**config.mk**
```make
export PLATFORM = sky130hd
export DESIGN_NAME = store_queue
export DESIGN_NICKNAME = d
export VERILOG_FILES = /design/src/rtl/store_queue.sv
export SDC_FILE = /design/constraint.sdc
export NUM_CORES = 1
export LEC_CHECK = 0
export BUFFER_PORTS_ARGS = -buffer_cell sky130_fd_sc_hd__buf_2
export CAP_MARGIN = 20
export CORE_ASPECT_RATIO = 0.8
export CORE_MARGIN = 2
export CORE_UTILIZATION = 50
export CTS_BUF_LIST = sky130_fd_sc_hd__clkbuf_4 sky130_fd_sc_hd__clkbuf_8
export DETAILED_ROUTE_END_ITERATION = 12
export HOLD_SLACK_MARGIN = 0.12
export PLACE_DENSITY = 0.73
export SYNTH_ARGS = -nofsm -noshare
export SYNTH_HDL_FRONTEND = slang
export SYNTH_SLANG_ARGS = --single-unit
```
**constraint.sdc**
```tcl
create_clock -name clk -period 5.3 [get_ports clk]
set_input_delay 1.06 -clock clk [delete_from_list [all_inputs] [get_ports clk]]
set_output_delay 1.06 -clock clk [all_outputs]
set_load 0.03 [all_outputs]
```
**src/rtl/store_queue.sv**
```systemverilog
// In-order store queue: holds dispatched stores until operands are ready and the
// store is at the ROB head, performs the memory write, then broadcasts completion.
module store_queue #(
    parameter int DEPTH         = 8,
    parameter int ROB_IDX_W     = 4,
    parameter int NUM_PHYS_REGS = 64,
    parameter int PREG_IDX_W    = 6
) (
    input  logic                     clk,
    input  logic                     rst,
    input  logic                     flush,
    input  logic                     enq_valid,
    output logic                     enq_ready,
    input  logic [ROB_IDX_W-1:0]     enq_rob_num,
    input  logic [PREG_IDX_W-1:0]    enq_ps1,
    input  logic [PREG_IDX_W-1:0]    enq_ps2,
    input  logic [31:0]              enq_imm,
    input  logic [2:0]               enq_funct3,
    input  logic [NUM_PHYS_REGS-1:0] valid_reg,
    output logic [PREG_IDX_W-1:0]    prf_raddr1,
    output logic [PREG_IDX_W-1:0]    prf_raddr2,
    input  logic [31:0]              prf_rdata1,
    input  logic [31:0]              prf_rdata2,
    input  logic                     rob_head_valid,
    input  logic [ROB_IDX_W-1:0]     rob_head_num,
    output logic                     dmem_write,
    output logic [31:0]              dmem_addr,
    output logic [3:0]               dmem_wmask,
    output logic [31:0]              dmem_wdata,
    input  logic                     dmem_resp,
    output logic                     store_cdb_valid,
    output logic [ROB_IDX_W-1:0]     store_cdb_rob_num
);
    localparam int PTR_W = $clog2(DEPTH);
    localparam logic [PTR_W:0] CNT_FULL = (PTR_W+1)'(DEPTH);

    typedef enum logic [1:0] {S_IDLE, S_MEM_REQ, S_DONE} state_t;

    typedef struct packed {
        logic [ROB_IDX_W-1:0]  rob_num;
        logic [PREG_IDX_W-1:0] ps1;
        logic [PREG_IDX_W-1:0] ps2;
        logic [31:0]           imm;
        logic [2:0]            funct3;
    } entry_t;

    entry_t             r_mem [DEPTH];
    logic [DEPTH-1:0]   r_vld;
    logic [PTR_W-1:0]   r_head, r_tail;
    logic [PTR_W:0]     r_count;
    state_t             r_state;

    logic                 r_dmem_write;
    logic [31:0]          r_dmem_addr, r_dmem_wdata;
    logic [3:0]           r_dmem_wmask;
    logic                 r_cdb_valid;
    logic [ROB_IDX_W-1:0] r_cdb_rob;

    entry_t           w_head;
    logic             w_enq, w_issue, w_pop, w_keep;
    logic [31:0]      w_ea, w_wdata;
    logic [3:0]       w_wmask;
    logic [PTR_W-1:0] w_head_nxt, w_tail_nxt;
    logic [PTR_W:0]   w_cnt_nxt;
    logic [DEPTH-1:0] w_vld_nxt;

    assign w_head     = r_mem[r_head];
    assign prf_raddr1 = w_head.ps1;
    assign prf_raddr2 = w_head.ps2;

    assign enq_ready = (r_count != CNT_FULL);
    assign w_enq     = enq_valid && enq_ready && !flush;
    assign w_pop     = (r_state == S_MEM_REQ) && dmem_resp;
    // A flush squashes everything except a head store that has already committed.
    assign w_keep    = (r_state == S_MEM_REQ) && !w_pop;
    assign w_issue   = (r_state == S_IDLE) && (r_count != '0) && !flush &&
                       valid_reg[w_head.ps1] && valid_reg[w_head.ps2] &&
                       rob_head_valid && (rob_head_num == w_head.rob_num);

    assign w_ea = prf_rdata1 + w_head.imm;

    always_comb begin
        w_wmask = 4'b0000;
        w_wdata = prf_rdata2;
        case (w_head.funct3)
            3'b000: begin
                w_wmask = 4'b0001 << w_ea[1:0];
                w_wdata = {4{prf_rdata2[7:0]}};
            end
            3'b001: begin
                w_wmask = 4'b0011 << {w_ea[1], 1'b0};
                w_wdata = {2{prf_rdata2[15:0]}};
            end
            3'b010: w_wmask = 4'b1111;
            default: w_wmask = 4'b0000;
        endcase
    end

    always_comb begin
        w_head_nxt = w_pop ? r_head + PTR_W'(1) : r_head;
        w_tail_nxt = r_tail;
        w_cnt_nxt  = r_count;
        w_vld_nxt  = r_vld;
        if (flush) begin
            w_vld_nxt  = '0;
            w_tail_nxt = w_keep ? r_head + PTR_W'(1) : w_head_nxt;
            w_cnt_nxt  = w_keep ? (PTR_W+1)'(1) : '0;
            if (w_keep)
                w_vld_nxt[r_head] = 1'b1;
        end else begin
            if (w_pop)
                w_vld_nxt[r_head] = 1'b0;
            if (w_enq) begin
                w_vld_nxt[r_tail] = 1'b1;
                w_tail_nxt        = r_tail + PTR_W'(1);
            end
            w_cnt_nxt = r_count + (PTR_W+1)'(w_enq) - (PTR_W+1)'(w_pop);
        end
    end

    always_ff @(posedge clk) begin
        if (w_enq)
            r_mem[r_tail] <= '{rob_num: enq_rob_num, ps1: enq_ps1, ps2: enq_ps2,
                               imm: enq_imm, funct3: enq_funct3};
    end

    always_ff @(posedge clk or posedge rst) begin
        if (rst) begin
            r_head  <= '0;
            r_tail  <= '0;
            r_count <= '0;
            r_vld   <= '0;
        end else begin
            r_head  <= w_head_nxt;
            r_tail  <= w_tail_nxt;
            r_count <= w_cnt_nxt;
            r_vld   <= w_vld_nxt;
        end
    end

    always_ff @(posedge clk or posedge rst) begin
        if (rst) begin
            r_state      <= S_IDLE;
            r_dmem_write <= 1'b0;
            r_dmem_addr  <= '0;
            r_dmem_wmask <= '0;
            r_dmem_wdata <= '0;
            r_cdb_valid  <= 1'b0;
            r_cdb_rob    <= '0;
        end else begin
            case (r_state)
                S_IDLE: begin
                    r_cdb_valid <= 1'b0;
                    if (w_issue) begin
                        r_state      <= S_MEM_REQ;
                        r_dmem_write <= 1'b1;
                        r_dmem_addr  <= {w_ea[31:2], 2'b00};
                        r_dmem_wmask <= w_wmask;
                        r_dmem_wdata <= w_wdata;
                    end
                end
                S_MEM_REQ: begin
                    if (dmem_resp) begin
                        r_state      <= S_DONE;
                        r_dmem_write <= 1'b0;
                        r_dmem_wmask <= 4'b0000;
                        r_cdb_valid  <= 1'b1;
                        r_cdb_rob    <= w_head.rob_num;
                    end
                end
                default: begin
                    r_state     <= S_IDLE;
                    r_cdb_valid <= 1'b0;
                end
            endcase
        end
    end

    assign dmem_write        = r_dmem_write;
    assign dmem_addr         = r_dmem_addr;
    assign dmem_wmask        = r_dmem_wmask;
    assign dmem_wdata        = r_dmem_wdata;
    assign store_cdb_valid   = r_cdb_valid;
    assign store_cdb_rob_num = r_cdb_rob;

endmodule

```
==> Yosys cells after proc, flatten, opt, wreduce, memory -nomap -nowiden <==
Memories as Yosys holds them, arrays and structs flattened.
Index checks and enable logic that the tools add are counted.
Widths: inputs -> output; s select.
{ "classes": {"n_mux": 25, "eq_ne": 7, "shift": 2, "reduce_logical": 21, "magnitude_cmp": 2, "addsub": 5} }
{ "ops": {"columns": ["operator", "n"], "rows": [
  ["$pmux 32 s2", 1],
  ["$add 32x32->32", 1],
  ["$lt 6x7->1 const B", 2],
  ["$bmux 1 s6", 2],
  ["$mux 3", 4],
  ["$mux 4", 3],
  ["$pmux 4 s3", 1],
  ["$logic_and 1x1->1", 10],
  ["$mux 1", 9],
  ["$pmux 4 s2", 1],
  ["$add 3x1->3 const B", 2],
  ["$reduce_and 2->1", 3],
  ["$add 4x1->4", 1],
  ["$eq 4x4->1", 1],
  ["$mux 2", 2],
  ["$ne 2x2->1 const B", 2],
  ["$ne 4x4->1 const B", 1],
  ["$pmux 2 s2", 1],
  ["$reduce_bool 2->1", 2],
  ["$reduce_bool 4->1", 1],
  ["$shl 1x2->4 const A", 1],
  ["$shl 2x2->4 const A", 1],
  ["$sub 4x1->4", 1],
  ["$eq 3x1->1 const B", 1],
  ["other kinds (7)", 8]
]} }
{ "word_totals": {"n_memories": 1, "word_cells": 73, "in_bits": 189, "ff_bits": 84, "output_inout_bits": 87, "ramBits": 408} }
{ "mem_list": {"columns": ["memory", "depth", "width", "rd", "rd_ports_with_merged_regs", "write_ports", "line", "rtl"], "rows": [
  ["r_mem", 8, 51, 1, 0, 1, "47", "entry_t r_mem [DEPTH];"]
]} }

==> Depth between registers and ports, before layout <==
Gate-level depths: netlist of run 1.
{ "depth": {"depth_word": 9, "ltp_mapped": 22, "mapped_depth_nobuf": 15} }

==> Worst setup path before layout of run 1 <==
OpenSTA, ideal clock, no wires.
{ "synth_timing": {"path_type": "in2reg", "start": "input enq_valid", "end": "memory r_mem[0][0] in the netlist's numbering, enable pin", "t_required_ns": 4.778, "path_stages": 3, "path_buffers": 0, "setup_slack_ns": -0.232, "setup_ns": 0.522, "t_arrival_ns": 5.010, "cell_sequence": "nand2_1 or3_1 nor3_1"} }
{ "synth_via": {"elab_chain_cells": 4} }
{ "synth_rtl": {"columns": ["item", "line", "rtl"], "rows": [
  ["start, declared", "12", "input logic enq_valid,"],
  ["$logic_and 1x1->1 (2 in series)", "72", "assign w_enq = enq_valid && enq_ready && !flush;"],
  ["$mux 1", "122", "if (w_enq)"],
  ["$mux 1 (implied by the code)", "123", "r_mem[r_tail] <= '{rob_num: enq_rob_num, ps1: enq_ps1, ps2: enq_ps2,"],
  ["end, declared", "47", null]
]} }
Every way passes these cells.

==> Worst setup path in the final report of run 1 <==
{ "layout_timing": {"start": "register r_head[1]", "end": "register r_dmem_addr[28], in the netlist dmem_addr[28]"} }
{ "layout_via": {"elab_chain_cells": 8, "word_cells_on_any_way": 12, "classes_between": "1 x add/sub; 1 x eq/ne; 4 x mux; 5 x reduce/logical; 1 x memory"} }
{ "layout_rtl": {"columns": ["item", "line", "rtl"], "rows": [
  ["start, declared", "49", "logic [PTR_W-1:0] r_head, r_tail;"],
  ["start signal, assigned", "134", "r_head <= w_head_nxt;"],
  ["$mem_v2 8x51 (*)", null, null],
  ["$bmux 1 s6", "77", "valid_reg[w_head.ps1] && valid_reg[w_head.ps2] &&"],
  ["$mux 1 (implied by the code)", "77", null],
  ["$logic_and 1x1->1", "76", "assign w_issue = (r_state == S_IDLE) && (r_count != '0) && !flush &&"],
  ["$logic_and 1x1->1 (2 in series)", "77", null],
  ["$logic_and 1x1->1", "78", "rob_head_valid && (rob_head_num == w_head.rob_num);"],
  ["$reduce_and 2->1 (no line)", null, null],
  ["end signal, assigned", "157", "r_dmem_addr <= {w_ea[31:2], 2'b00};"],
  ["end, declared", "54", "logic [31:0] r_dmem_addr, r_dmem_wdata;"]
]} }
Every way passes the cells marked *; elsewhere a longest branch is shown, timed or not. The select of a mux whose other input is x is not followed.
A chain may end at the register's enable or synchronous reset.

==> results of run 1 <==
layer usage:
layer	vias up	GRT usage (%)	wire length [µm]
li1	5772	-	-
met1	6567	30.3	22100
met2	469	35.8	24100
met3	76	5.78	3640
met4	8	5.38	872
met5	-	0	56
metrics by stage:
| step | power, W | hold WS, ns | cell area (µm²) | std cells |
|---|---|---|---|---|
| 6_report | 0.0145 | 0.480 | 25900 | 2278 |
| 5_1_grt | 0.0152 | 0.514 | 25900 | 2275 |
| 4_1_cts | 0.0146 | 0.487 | 25900 | 2273 |
| 3_5_place_dp | 0.0112 | 0.473 | 24300 | 2133 |
| 3_3_place_gp | 0.0111 | 0.459 | 24300 | 2132 |
| 2_1_floorplan | 0.00964 | 0.568 | 22200 | 1302 |
logic make-up (layout without fill, tap and decap cells):
family                     after synthesis  in the layout  share of synthesized area, %
muxes                                  321            321                          21.5
AOI/OAI and AO/OA                      139            139                          3.99
buffers and inverters                   99            475                          2.32
DFF                                    492            492                          64.7
other                                    1              7                        0.0169
xor gates and xnor gates                40             40                          1.58
and+or+nand+nor                        168            168                          3.51
adders and majority gates               41             41                          2.38
power groups by stage:
stage / combinational [W] / clock [W] / sequential (W)
global placement: 0.00605 / 0 / 0.00503
CTS: 0.00615 / 0.00345 / 0.00498
finish: 0.00613 / 0.00339 / 0.00497
floorplan: 0.00429 / 0 / 0.00535
detailed placement: 0.00611 / 0 / 0.00505
global route: 0.00660 / 0.00361 / 0.00502
sequential cells by signal, indices dropped and copies added (netlist names), 2 cells and up:
register / cells
r_count: 4
dmem_wmask: 4
dmem_wdata: 32
r_tail: 3
r_head: 3
dmem_addr: 30
store_cdb_rob_num: 4
r_state: 2
r_mem: 408
cells in the mapped netlist, types with 20 or more instances:
cell,n
edfxtp_1,408
clkbuf_1,22
inv_1,25
mux2i_1,98
ha_1,39
dfrtp_1,84
nor2_1,30
nand2_1,71
mux2_2,100
a21o_1,20
xnor2_1,28
o21ai_0,33
a21oi_1,33
mux4_2,104
worst max path at each step:
stage / to / from / cells after the start / slack (ns)
after floorplan: dmem_addr[27] / r_head[0] / 20 / 0.09
after global placement: dmem_addr[28] / r_head[0] / 14 / 0.79
after detailed placement: dmem_addr[28] / r_head[1] / 16 / 0.73
after CTS: dmem_addr[28] / r_head[0] / 14 / 0.67
after global routing: dmem_addr[28] / r_head[0] / 14 / 0.27
final: dmem_addr[28] / r_head[1] / 16 / 0.61
critical path: stages (launching register included):
cell	delay (ns)
dfrtp_4	0.63
buf_4	0.43
mux4_2	0.27
mux2_2	0.15
ha_1	0.25
inv_1	0.08
fa_1	0.44
nor2b_1	0.14
o21a_1	0.17
o21ai_0	0.17
a211oi_1	0.42
nor2_1	0.10
a31oi_1	0.49
a31oi_1	0.26
a21oi_1	0.22
xor2_1	0.08
mux2_4	0.26
area by class of cell:
cell class,count,area (µm²)
Fill cell,3208,17500
Sequential cell,492,14400
Multi-Input combinational cell,711,7390
Timing Repair Buffer,306,1660
Clock buffer,110,1360
Tap cell,595,744
Clock inverter,30,293
Inverter,29,110
Antenna cell,5,12.5
==> impl_results.md, run 1 <==
* Run status: complete, no violations
* Post-placement setup slack at 0.726 ns
* Crit Reg-Reg Endpoint: dmem_addr[28]
* WHS Path Cells at 2
* CP arrival at ~5.2 ns
* Primary FF master, synth: edfxtp_1
* Number of antenna violations at the first check in global routing at 9
* Critical Path Start Type: flip-flop
* Initial DRT Pass Iterations at 5
* FMAX at 0.213 GHz
* Hold_buf cts at 0
* Maximum VDD drop at around 0.00034 V
* Die width at approximately 240 µm
* Crit path capture type: flip-flop
* Reg clk slew, reported paths at 0.06 ns
* HP Start: store_cdb_rob_num[0]
* Worst-case reg-to-reg path depth at 16
* Starting Density at 51.0%
* Register area share after synthesis at 64.7%
* Top post-synthesis cells by area: edfxtp_1 (55%), mux4_2 (11%), dfrtp_1 (9.5%), mux2_2 (5.1%), mux2i_1 (4.4%)
* Clock Sinks at between 400 and 500
* CTS H-tree lvls at 3
* Final TNS setup at 0 ns
* CTS tree: built
* Actual slew at the worst max-slew pin at 0.921 ns
* Post-CTS sizing at 0
* Min setup slack post-route at ~0.61 ns
* Full die area at about 46000 µm²
* Worst clock skew at ~0.032 ns
* DRT antenna net count at 0
* Reg2reg setup slack at 0.61 ns
* Yosys top cell by area: edfxtp_1
* Routed len/inst at between 20 and 25 µm
* RSZ-0062 raised after global routing: false
* Psw at 0.00525 W
* Final setup viols at 0
* Total grt overflow at 0
* Number of global-route vias before repair at ~13000
* Final slew viol count at 0
* Final Cycle Share at between 80 and 90%
* Total Routing Usage GR at 22.1%
* Most common cell after layout, fill and taps aside: edfxtp_1
* Nets at about 1800
* Root buffer cell: clkbuf_8
* Number of DRC markers in iteration 0 at between 800 and 900
* Total wire length at between 50000 and 60000 µm
* DRC at 0
* Max Buffers Root-to-Sink at 3
* Yosys warns at 0
* Syn_area_per_cell at 17.0 µm²
* I/O Buffers at 273
* Most frequent cells in the layout: edfxtp_1 (408), buf_2 (273), mux4_2 (104), mux2_2 (100), mux2i_1 (95)
* Post-CTS setup buffers at 0
* Sequential fraction of design power at between 30 and 40%
* Final hold vios at 0
* Count of cell types in the netlist at a little over 60
* Gate Count Post-Synth at approximately 1300
* Via-to-Cell Ratio at 5.66
* Layout cells sized above 1 at between 40% and 50%
* #FFs+latches synth at between 400 and 500
* Hold endpoint: store_cdb_rob_num[0]
* Area grow syn2layout at 16.9%
* Comb pwr share at about 42%
* Slew margin rel. at between 30% and 40%
* Num rows at approximately 70
* Max-Cap Viols at 0
* I/O pin cnt at 276
* Int Pwr at 0.00925 W
* Chip height at about 190 µm
* Layout Utilization at 59.7%
* Final GP Congestion at a little under 0.9
* Post-synthesis async set-or-reset flop share at between 10% and 20%
* Reg2reg start: r_head[1]
* Post-synth top area share at 55.2%
* Critical path type: reg2reg
* Cell area after synthesis at roughly 22000 µm²
* Clock share of power at a little under a quarter
* Req. time, crit path at 5.81 ns
* Number of synthesized flops with an enable pin at around 410
* Leak at between 10 and 15 nW
* Net Sw Frac at ~36%
* Maximum fanout along the worst path at 25
* Via Count at roughly 13000
* Core Region at roughly 43000 µm²
* TritonCTS Buffers at between 70 and 80
* Final HPWL DP at 33000 µm
* Post-layout min period at 4.69 ns
* Clock Latency Late Sink at 0.64 ns
* Worst min-delay path category: reg2reg
* Global-route wire length before repair at between 70000 and 80000 µm
* P per Cell Area at between 500 and 600 nW/µm²
* Largest net degree at the start of global routing at slightly below 70
Note: power is estimated with default switching activity, not from simulation.
==> inputs of run 2 (changes only) <==
RECOVER_POWER = 100   (was unset)
clock period = 3.9 ns   (was 5.3 ns; I/O delays follow)
==> run 2 against run 1 <==
The flow now finishes with violations (max-capacitance violations, max-slew violations). Maximum frequency is 24% higher. Critical path depth fell by 1. Count of clock-buffer cells in the layout fell by 6. Sequential share of layout area shrank 1.4 points. Via count rose by 2.1%. Register-to-register slack got worse by 0.48 ns. Clock skew down 0.0074 ns. First-iteration DRC count is 24% higher. Combinational power increased by 54%. Cell area is 2.7% higher. Sequential power increased by 34%. Final cell count is 1.9% higher. Critical path type unchanged. Highest routed layer unchanged.
==> impl_results.md, run 2 (same netlist as run 1, synthesis figures left out) <==
* Critical Path Start Type: flip-flop
* Most common cell after layout, fill and taps aside: edfxtp_1
* Critical path type: reg2reg
* Worst clock skew at 0.0243 ns (-0.00743 ns)
* Die width at 239 µm (unchanged)
* Req. time, crit path at 4.41 ns (-1.40 ns)
* Post-layout min period at 3.77 ns (-0.919 ns)
* DRT antenna net count at 0 (unchanged)
* Initial DRT Pass Iterations at 5 (unchanged)
* Maximum fanout along the worst path at 5 (-80%)
* Failing checks: max-capacitance violations, max-slew violations
* Reg clk slew, reported paths at 0.06 ns (about the same)
* Final hold vios at 0 (unchanged)
* Crit path capture type: flip-flop
* Clock Latency Late Sink at 0.63 ns (about the same)
* Num rows at 68 (unchanged)
* Global-route wire length before repair at 77900 µm (+2.2%)
* Clock Sinks at 492 (unchanged)
* Number of antenna violations at the first check in global routing at 6 (-3)
* Worst min-delay path category: in2async
* Layout cells sized above 1 at 40.7% (+0.066 points)
* Via Count at 13200 (+2.1%)
* Root buffer cell: clkbuf_8
* Maximum VDD drop at 0.000442 V (+32%)
* Power, Total at 0.0204 W (+41%)
* Final slew viol count at 31 (+31)
* Final setup viols at 0 (unchanged)
* Max-Cap Viols at 2 (+2)
* Core Region at 43500 µm² (unchanged)
* P per Cell Area at 766 nW/µm² (+37%)
* Via-to-Cell Ratio at 5.67 (+0.22%)
* FMAX at 0.265 GHz (+24%)
* Total wire length at 52400 µm (+3.2%)
* Full die area at 46100 µm² (unchanged)
* Largest net degree at the start of global routing at 52 (-25%)
* Min setup slack post-route at 0.133 ns (-0.481 ns)
* Worst stage delay on the critical path at 0.54 ns (-0.09 ns)
* Actual slew at the worst max-slew pin at 1.93 ns (+1.01 ns)
* RSZ-0062 raised after global routing: true
* TritonCTS Buffers at 76 (unchanged)
* Post-placement setup slack at 0.0713 ns (-0.655 ns)
* Nets at 1892 (+2.5%)
* Max reg flops at 408 (unchanged)
* CTS H-tree lvls at 3 (unchanged)
* CTS tree: built
* Area grow syn2layout at 20.1%
* I/O pin cnt at 276 (unchanged)
* Total Routing Usage GR at 22.8% (+0.68 points)
* CP arrival at 4.27 ns (-0.93 ns)
* Slew margin rel. at -28.5% (-66 points)
* Critical Path Slowest Stage Cell: dfrtp_4
* I/O Buffers at 273 (unchanged)
* Most flop-heavy register: r_mem
* Max Buffers Root-to-Sink at 3 (unchanged)
* Leak at 10.3 nW (+1.3%)
* Total grt overflow at 0 (unchanged)
* Final HPWL DP at 34500 µm (+4.4%)
* Worst path buffer plus inverter count at 2 (unchanged)
* Worst-path cell chain: buf_12 > clkbuf_16 > mux4_2 > mux2_4 > ha_4 > nand4_1 > nor2_2 > nand4_1 > a211oi_2 > nor2_2 > a31oi_4 > a41o_1 > a211oi_2 > xnor2_1 > mux2_4
* Final Instance Count excl. Fillers at 2321 (+1.9%)
* CP delay by family, top: multiplexers
* Final GP Congestion at 0.883 (about the same)
* Number of DRC markers in iteration 0 at 1025 (+24%)
* Final TNS setup at 0 ns (unchanged)
* Final Cycle Share at 96.6% (+8.2 points)
* DRC at 0 (unchanged)
* Number of global-route vias before repair at 13200 (+1.9%)
* Starting Density at 51.0% (unchanged)
* Chip height at 192 µm (unchanged)
* Run status: finished with violations
* Routed len/inst at 22.6 µm (+1.2%)
* Placed cell count at 2171 (+1.8%)
* Most frequent cells in the layout: edfxtp_1 (408), buf_2 (222), mux4_2 (104), mux2_2 (96), mux2i_1 (95)
* Post-route worst hold slack at 0.420 ns (-0.0593 ns)
-- run 2: final cells by class --
type,instances,area [µm²]
inverter,29,110
tap,595,744
sequential,492,14400
multi-input combinational,711,7640
antenna,4,10.0
fill,3214,16800
clock buffer,104,1290
timing repair buffer,352,2230
clock inverter,34,233
-- run 2: metal layers --
metal	up-vias	wire length [µm]	global-route usage (%)
li1	5866	-	-
met1	6702	22300	31.3
met2	496	25500	37.2
met3	94	3520	4.52
met4	6	1020	6.95
met5	-	37	0
-- run 2: what timing repair did --
action                                  CTS  global route
hold buffers                              0             0
setup buffers                             0             6
gates resized for setup                   0            20
endpoints found under the setup margin    0            60
-- run 2: path summary, 6_finish.rpt --
kind | startpoint | endpoint | slack [ns] | cells past startpoint
min in group clk | dmem_resp | r_state[0] | 0.42 | 2
max in group asynchronous | rst | dmem_addr[19] | 1.15 | 3
setup reg to reg | r_head[0] | dmem_addr[30] | 0.13 | 15
hold / removal | rst | dmem_wdata[21] | 0.42 | 2
hold reg to reg | store_cdb_rob_num[0] | store_cdb_rob_num[0] | 0.47 | 2
setup / recovery | r_head[0] | dmem_addr[30] | 0.13 | 15
-- run 2: per-stage QoR --
step	area [µm²]	utilization, %
floorplan	22500	-
detailed placement	25000	57.4
global placement	25000	57.4
global route	26600	61.2
finish	26600	61.2
CTS	26500	60.9
-- run 2: where the power goes --
group	total (W)	leakage, nW	switching [W]	internal, W
sequential	0.00667	4.83	0.000316	0.00635
clock	0.00430	0.806	0.00195	0.00235
combinational	0.00942	4.69	0.00513	0.00429
total	0.0204	10.3	0.00739	0.0130
==> inputs of run 3 (changes only) <==
RECOVER_POWER = 25   (was 100)
==> run 3 against run 2 <==
The run now ends clean. Maximum frequency increased by 0.15%. Sequential share of layout area is essentially flat. Cell area about the same.
==> impl_results.md, run 3 (same netlist as run 1, synthesis figures left out) <==
* Run status: complete, no violations
* Actual slew at the worst max-slew pin at 0.847 ns (-1.08 ns)
* Die width at 239 µm (unchanged)
* Worst clock skew at 0.0237 ns (-0.000561 ns)
* Final Cycle Share at 96.4% (-0.15 points)
* Max-Cap Viols at 0 (-2)
* Area grow syn2layout at 20.2% (about the same)
* Final slew viol count at 0 (-100%)
* I/O Buffers at 273 (unchanged)
* Critical path type: reg2reg
* Maximum VDD drop at 0.000442 V (-0.17%)
* FMAX at 0.266 GHz (+0.15%)
* Total Routing Usage GR at 22.8% (unchanged)
* Max reg flops at 408 (unchanged)
* Crit path capture type: flip-flop
* P per Cell Area at 765 nW/µm² (about the same)
* Number of global-route vias before repair at 13200 (unchanged)
* Nets at 1892 (unchanged)
* Largest net degree at the start of global routing at 52 (unchanged)
* TritonCTS Buffers at 76 (unchanged)
* Total wire length at 52400 µm (about the same)
* Critical Path Start Type: flip-flop
* Number of DRC markers in iteration 0 at 1007 (-1.8%)
* CP arrival at 4.26 ns (about the same)
* Global-route wire length before repair at 77900 µm (unchanged)
* Most flop-heavy register: r_mem
* Leak at 10.4 nW (+0.43%)
* Layout cells sized above 1 at 41.5% (+0.81 points)
* Final setup viols at 0 (unchanged)
* Post-layout min period at 3.76 ns (-0.00581 ns)
* Chip height at 192 µm (unchanged)
* Initial DRT Pass Iterations at 5 (unchanged)
* DRT antenna net count at 0 (unchanged)
* Final TNS setup at 0 ns (unchanged)
* Maximum fanout along the worst path at 24 (+19)
* Slew margin rel. at 43.4% (+72 points)
* Total grt overflow at 0 (unchanged)
* Final hold vios at 0 (unchanged)
* Final HPWL DP at 34500 µm (unchanged)
* Max Buffers Root-to-Sink at 3 (unchanged)
* Most frequent cells in the layout: edfxtp_1 (408), buf_2 (234), mux4_2 (104), mux2_2 (96), mux2i_1 (95)
* Clock Latency Late Sink at 0.63 ns (about the same)
* Num rows at 68 (unchanged)
* Reg clk slew, reported paths at 0.06 ns (about the same)
* DRC at 0 (unchanged)
* Full die area at 46100 µm² (unchanged)
* CTS tree: built
* Via Count at 13100 (-0.19%)
* Root buffer cell: clkbuf_8
* Via-to-Cell Ratio at 5.66 (-0.19%)
* RSZ-0062 raised after global routing: true
* Most common cell after layout, fill and taps aside: edfxtp_1
* Core Region at 43500 µm² (unchanged)
* Req. time, crit path at 4.40 ns (about the same)
* Post-route worst hold slack at 0.170 ns (-0.251 ns)
* Routed len/inst at 22.6 µm (about the same)
* Worst min-delay path category: in2async
* Final GP Congestion at 0.883 (unchanged)
* CTS H-tree lvls at 3 (unchanged)
* Clock Sinks at 492 (unchanged)
* I/O pin cnt at 276 (unchanged)
* Starting Density at 51.0% (unchanged)
* Number of antenna violations at the first check in global routing at 6 (unchanged)
run 3: path summary, 6_finish.rpt:
path / from / slack [ns] / cells past startpoint / endpoint
setup / recovery: r_head[0] / 0.14 / 15 / dmem_wdata[28]
hold / removal: rst / 0.17 / 2 / dmem_wdata[21]
setup reg to reg: r_head[0] / 0.14 / 15 / dmem_wdata[28]
hold reg to reg: store_cdb_rob_num[0] / 0.47 / 2 / store_cdb_rob_num[0]
max in group asynchronous: rst / 2.88 / 3 / dmem_addr[19]
min in group clk: dmem_resp / 0.42 / 2 / r_state[0]
run 3: metal layers:
metal	wire length, µm	track usage, %	vias up
li1	-	-	5863
met1	22300	31.3	6642
met2	25400	37.2	534
met3	3680	4.52	94
met4	1020	6.95	6
met5	37	0	-
run 3: stage by stage:
step                total power (W)  utilization (%)  instance area (µm²)  worst slack [ns]  cells
floorplan                    0.0135                -                22500            -0.446   1302
detailed placement           0.0159             57.4                25000            0.0713   2171
CTS                          0.0202             60.9                26500            0.0471   2309
global placement             0.0157             57.4                25000             0.131   2171
finish                       0.0204             61.3                26700             0.139   2321
global route                 0.0214             61.3                26600           -0.0295   2320
run 3: worst max-delay path: stages (launching register included):
cell and delay [ns]:
dfrtp_4 0.50, buf_12 0.19, buf_12 0.16, mux4_2 0.54
mux2i_4 0.18, buf_12 0.21, nor2b_1 0.06, a211oi_1 0.21
a21oi_1 0.06, mux2i_1 0.31, o2111a_1 0.23, a31oi_1 0.05
nand4_1 0.15, buf_12 0.19, buf_12 0.19, mux2_2 0.35
run 3: power by group:
| part | total [W] | internal (W) | switching (W) |
|---|---|---|---|
| clock | 0.00430 | 0.00235 | 0.00195 |
| sequential | 0.00667 | 0.00635 | 0.000314 |
| combinational | 0.00943 | 0.00430 | 0.00513 |
| total | 0.0204 | 0.0130 | 0.00740 |
run 3: repair_timing:
item / CTS / global route
hold buffers: 0 / 0
setup endpoints to repair: 0 / 60
buffers inserted: 0 / 6
resized for setup: 0 / 20
run 3: final cells by class:
class	count	area (µm²)
diodes	4	10.0
clock buffers	104	1290
inverters	29	110
multi-input cells	711	7640
repair buffers	352	2260
clock inverters	34	233
flip-flops and latches	492	14400
fillers	3211	16800
well taps	595	744
